### src/rtl/btn_debounce.sv
// Push-button conditioner: two-flop synchroniser, polarity normalisation and a
// counter-qualified debounce FSM producing level, press/release pulses and a toggle.
module btn_debounce #(
  parameter int unsigned DEBOUNCE_CYCLES = 1000000,
  parameter bit          ACTIVE_LOW      = 1'b1
) (
  input  logic clk,
  input  logic rst,
  input  logic btn_in,
  output logic btn_level,
  output logic btn_press,
  output logic btn_release,
  output logic btn_toggle
);

  localparam int unsigned BW_CNT = $clog2(DEBOUNCE_CYCLES);
  localparam logic [BW_CNT-1:0] CntMax = BW_CNT'(DEBOUNCE_CYCLES - 1);

  typedef enum logic [1:0] {
    StReleased,
    StPressWait,
    StPressed,
    StReleaseWait
  } state_e;

  state_e            state_q, state_d;
  logic [BW_CNT-1:0] cnt_q, cnt_d;
  logic [1:0]        sync_q;
  logic              s;
  logic              level_q, level_d;
  logic              press_q, press_d;
  logic              release_q, release_d;
  logic              toggle_q, toggle_d;

  // Synchronised pin, normalised so that 1 always means pressed.
  assign s = sync_q[1] ^ ACTIVE_LOW;

  always_comb begin
    state_d = state_q;
    cnt_d   = cnt_q;
    unique case (state_q)
      StReleased: begin
        if (s) begin
          state_d = StPressWait;
          cnt_d   = '0;
        end
      end
      StPressWait: begin
        if (!s) begin
          state_d = StReleased;
          cnt_d   = '0;
        end else if (cnt_q == CntMax) begin
          state_d = StPressed;
        end else begin
          cnt_d = cnt_q + 1'b1;
        end
      end
      StPressed: begin
        if (!s) begin
          state_d = StReleaseWait;
          cnt_d   = '0;
        end
      end
      StReleaseWait: begin
        if (s) begin
          state_d = StPressed;
          cnt_d   = '0;
        end else if (cnt_q == CntMax) begin
          state_d = StReleased;
        end else begin
          cnt_d = cnt_q + 1'b1;
        end
      end
      default: begin
        state_d = StReleased;
        cnt_d   = '0;
      end
    endcase
  end

  // Outputs are registered from the next state so they change on the accepting edge.
  always_comb begin
    level_d   = (state_d == StPressed) || (state_d == StReleaseWait);
    press_d   = (state_q == StPressWait) && (state_d == StPressed);
    release_d = (state_q == StReleaseWait) && (state_d == StReleased);
    toggle_d  = toggle_q ^ press_d;
  end

  always_ff @(posedge clk) begin
    if (rst) begin
      sync_q    <= {2{ACTIVE_LOW}};
      state_q   <= StReleased;
      cnt_q     <= '0;
      level_q   <= 1'b0;
      press_q   <= 1'b0;
      release_q <= 1'b0;
      toggle_q  <= 1'b0;
    end else begin
      sync_q    <= {sync_q[0], btn_in};
      state_q   <= state_d;
      cnt_q     <= cnt_d;
      level_q   <= level_d;
      press_q   <= press_d;
      release_q <= release_d;
      toggle_q  <= toggle_d;
    end
  end

  assign btn_level   = level_q;
  assign btn_press   = press_q;
  assign btn_release = release_q;
  assign btn_toggle  = toggle_q;

endmodule
### config.mk
export PLATFORM = sky130hd
export DESIGN_NAME = btn_debounce
export DESIGN_NICKNAME = d
export VERILOG_FILES = /design/src/rtl/btn_debounce.sv
export SDC_FILE = /design/constraint.sdc
export NUM_CORES = 1
export LEC_CHECK = 0
export ABC_AREA = 1
export CORE_AREA = 4 4 69 71
export CTS_CLUSTER_SIZE = 8
export DETAILED_ROUTE_END_ITERATION = 10
export DIE_AREA = 0 0 73 75
export GPL_TIMING_DRIVEN = 0
export PLACE_DENSITY = 0.59
export SLEW_MARGIN = 20
export SYNTH_ARGS = -nofsm -noshare
export SYNTH_HDL_FRONTEND = slang
export SYNTH_SLANG_ARGS = --single-unit
### constraint.sdc
create_clock -name clk -period 1.9 [get_ports clk]
set_input_delay 0.38 -clock clk [delete_from_list [all_inputs] [get_ports clk]]
set_output_delay 0.38 -clock clk [all_outputs]
set_load 0.03 [all_outputs]
# Word level (Yosys, flattened, before mapping)
# Cells that the tools add are included.
[totals]
ff_bits = 28
in_bits = 3
out_inout_bits = 4
elab_cells = 36
[classes]
n_addsub = 1
eq_ne = 8
muxes = 13
bitwise_logic = 1
reduce_logical = 6
[op_table]
columns = ["cell", "count"]
rows = [
  ["20-bit two-way mux", 5],
  ["20-bit case mux with 4 select lines", 1],
  ["20-bit by 1-bit adder with 20-bit output (second input constant)", 1],
  ["20-bit == test (second input constant)", 1],
  ["2-bit two-way mux", 6],
  ["2-bit == test (second input constant)", 4],
  ["2-bit case mux with 4 select lines", 1],
  ["2-bit zero test", 2],
  ["2-bit inequality test (second input constant)", 2],
  ["2-bit by 1-bit == test with 1-bit output (second input constant)", 1],
  ["1-bit logical AND", 2],
  ["2-bit AND reduction", 1],
  ["1-bit logical OR", 1],
  ["1-bit bitwise XOR", 1],
]

# Depth between registers and ports, before layout
# Gate-level depths: netlist (run 1).
[depth]
word_depth = 7
mapped_depth = 10
ltp_nobuf = 10

# Least setup slack after synthesis (run 1)
# OpenSTA, ideal clock, no wires.
[synth_path]
path_type = "register -> register"
from = "reg cnt_q[0]"
to = "reg level_q, in the netlist btn_level"
setup_time_ps = 118
t_arrival_ps = 1274
required_time_ps = 1782
path_slack_ps = 508
stages_incl_launch_ff = 8
n_path_buf = 1
period_less_slack_ps = 1392
path_cell_list = "dfxtp_1 -> ha_1 -> nand3_1 -> nor2_2 -> nand3_2 -> buf_6 -> nor3b_2 -> nor2_1"
[synth_via]
elab_chain_len = 6
elab_cells_between_ends = 9
cone_classes = "eq/ne: 3; mux: 5; reduce/logical: 1"
[synth_lines]
columns = ["element", "line", "text"]
rows = [
  ["from (decl)", "27", "logic [BW_CNT-1:0] cnt_q, cnt_d;"],
  ["from (signal assigned)", "101", "cnt_q <= cnt_d;"],
  ["20-bit == test (*)", "52, 68", ""],
  ["2-bit two-way mux, on equally long branches", "68, 52", ""],
  ["2-bit two-way mux, on equally long branches", "65, 49", ""],
  ["2-bit case mux with 4 select lines (*)", "41", "unique case (state_q)"],
  ["2-bit == test", "83", "level_d = (state_d == StPressed) || (state_d == StReleaseWait);"],
  ["1-bit logical OR (*)", "83", ""],
  ["to (signal assigned)", "102", "level_q <= level_d;"],
  ["to (decl)", "30", "logic level_q, level_d;"],
]
# Every way passes the cells marked *; elsewhere a longest branch is shown, timed or not.
# A chain may end at the register's enable or synchronous reset.

# Worst setup path in the final report (run 1)
[layout_path]
from = "reg toggle_q, in the netlist btn_toggle"
to = "out btn_toggle"
[layout_lines]
columns = ["element", "line", "text"]
rows = [
  ["from (decl)", "33", "logic toggle_q, toggle_d;"],
  ["from (signal assigned)", "105", "toggle_q <= toggle_d;"],
  ["to (decl)", "13", "output logic btn_toggle"],
]
# No word-level cell between the ends.

==> results.txt, run 1 <==
Mapped Avg Cell Area = 6.42 um^2
Setup tns final = 0 ns
Crit-path max cell delay = 0.67 ns
Bufs on Longest Clock Path = 2
Global Route Usage Sum = 14.1%
Post-cts resize count = 0
N_diodes = 0
Die Ht = 75 um
Relative slew slack = 79.7%
Hpwl dp = 2640 um
DRC errors left = 0
DR iter-0 viols = 126
CTS Sinks = 28
Largest net degree at the start of global routing = 16
CTS tree = done
Nets = 265
Max Fanout on Critical Path = 3
Total wire length = 3470 um
Fin. max-slew vios = 0
Starting Density = 38.0%
CP delay by family, top = buffers and inverters
Crit start category = flip-flop
Cells after Synth = 251
Yosys top cell area share = 34.8%
Top_reg_cell synth = dfxtp_1
Post-synth EDFFs = 0
Critical Path RT = 1.52 ns
Worst setup EP type = output port
Crit path time final = 1.68 ns
Slowest CP cell = clkdlybuf4s50_1
Peak VDD IR = 0.000227 V
Ys Warns = 0
Dominant cells by area after synthesis = dfxtp_1 (35%), nand2_1 (17%), nor2_1 (8.6%), inv_1 (6.3%), a21oi_1 (4.7%)
H-tree Lvls = 1
I/O Pins = 7
Maximum operating frequency = 0.594 GHz
Netlist Area Pre-Place = 1610 um^2
Antenna Violating Nets Remaining = 0
Overflow after GRT = 0
Final-report setup violation count = 0
DIE WIDTH = 73 um
CP Cell Sequence = clkdlybuf4s50_1
RSZ-0062 raised after global routing = false
Post-synth cell types = 26
Pleak = 0.000616 uW
FP Rows = 24
Worst min path class = reg -> reg
Final core utilization = 42.1%
Drt pass-1 iters = 5
Final Skew = 0.00598 ns
Power Dens Cells = 565 nW/um^2
# fillers = 447
Drt wl/cell = 11.1 um
Syn-to-layout area delta = 10.6%
DIE AREA = 5480 um^2
Via/cell ratio = 4.75
Synth Register Bits = 28
Worst Path Arrival = 1.30 ns
Async set-reset flop share out of synthesis = 0%
Endpoints failing hold = 0
CTS root buffer = clkbuf_8
Vias in the first global route = 1327
Share of post-route cells with drive strength above 1 = 12.3%
Clock slew at reported path FFs = 0.09 ns
Hold Buf Count CTS = 0
Syn nets = 255
Via count = 1482
# Post-CTS Setup Buffers = 0
Routability cong. = 0.867
Worst-Margin Slew = 0.304 ns
TritonCTS buffer count = 3
Core area = 4230 um^2
Post-synthesis sequential area ratio = 34.8%
Clk_lat worst skew = 0.27 ns
Initial antenna violation count = 0
Critical setup path kind = reg -> out
Port bufs = 5
MaxCap Viol Count = 0
Buffers & Inverters on Critical Path = 1
Largest area contributor in the netlist = dfxtp_1
Run status = complete, no violations
First-pass GRT wire length = 6180 um
Tcrit/Tclk final = 88.6%
registers in the layout (all words and copies together), names as in the netlist:
name	count
btn_level	1
cnt_q	20
btn_toggle	1
btn_release	1
btn_press	1
sync_q	2
state_q	2
synth_stat cells, types with 4 or more instances:
master and instances:
inv_1 27, a21oi_1 15, nand4_1 7, nor2_2 4
nand2_1 75, dfxtp_1 28, nor2_1 37, o21ai_0 9
nand3_1 15
kinds of logic (layout without fill, tap and decap cells):
| group | Yosys count | after routing | share of synthesized area [%] |
|---|---|---|---|
| compound gates | 31 | 31 | 10.8 |
| simple gates | 155 | 155 | 44.1 |
| fa+ha+maj | 1 | 1 | 0.777 |
| buf+inv | 36 | 45 | 9.56 |
| flops | 28 | 28 | 34.8 |
per-stage QoR:
stage	hold WS, ns	total power, uW	cells	area (um^2)	setup WS [ns]
3_5_place_dp	0.396	648	308	1730	0.333
3_3_place_gp	0.391	647	308	1730	0.340
5_1_grt	0.426	1040	312	1780	0.127
4_1_cts	0.419	1010	312	1780	0.205
2_1_floorplan	0.389	635	251	1610	0.508
6_report	0.417	1010	312	1780	0.217
where the power goes:
| part | leakage (uW) | internal (uW) | total [uW] | switching, uW |
|---|---|---|---|---|
| combinational | 0.000362 | 13.4 | 42.3 | 28.9 |
| clock | 0.0000288 | 185 | 373 | 187 |
| sequential | 0.000226 | 589 | 591 | 1.98 |
| total | 0.000616 | 788 | 1010 | 218 |
worst paths after layout:
check | slack (ns) | end | from | depth (start not counted)
worst min-delay path | 0.42 | sync_q[1] | sync_q[0] | 1
worst max register to register | 0.31 | state_q[1] | cnt_q[0] | 7
worst min register to register | 0.42 | sync_q[1] | sync_q[0] | 1
worst max-delay path | 0.22 | btn_toggle | btn_toggle | 1
area by class of cell:
class / count / area, um^2 / share of cell area [%]
Timing Repair Buffer: 5 / 50.0 / 2.81
Buffer: 5 / 37.5 / 2.11
Tap cell: 52 / 65.1 / 3.65
Multi-Input combinational cell: 187 / 896 / 50.3
Inverter: 31 / 116 / 6.54
Clock buffer: 4 / 55.1 / 3.09
Sequential cell: 28 / 561 / 31.5
placed cells by master (no fill, tap or decap), drive strengths merged:
cell           instances
a21oi                 17
buf                    5
clkbuf                 4
clkdlybuf4s50          5
clkinv                 1
dfxtp                 28
ha                     1
inv                   30
nand2                 80
nand3                 18
nand4                  7
nor2                  44
nor3                   3
nor3b                  1
o21ai                 12
o21bai                 1
o22ai                  1
or2                    2
per-layer routing:
layer  vias to the layer above  routed length [um]  share of wire, %  global-route usage [%]
met5                         -                   0                 0                       0
met3                         4                  80               2.3                    1.74
li1                        812                   -                 -                       -
met1                       655                1790                52                    20.1
met2                        11                1570                45                    22.8
met4                         0                  34              0.98                    3.48
Power figures use the tool's default switching activity.
==> inputs of run 2 (changes only) <==
- CTS_CLUSTER_SIZE: 8 -> 12
==> results of run 2 <==
The final DEF is identical to that of run 1; final timing and power are the same.
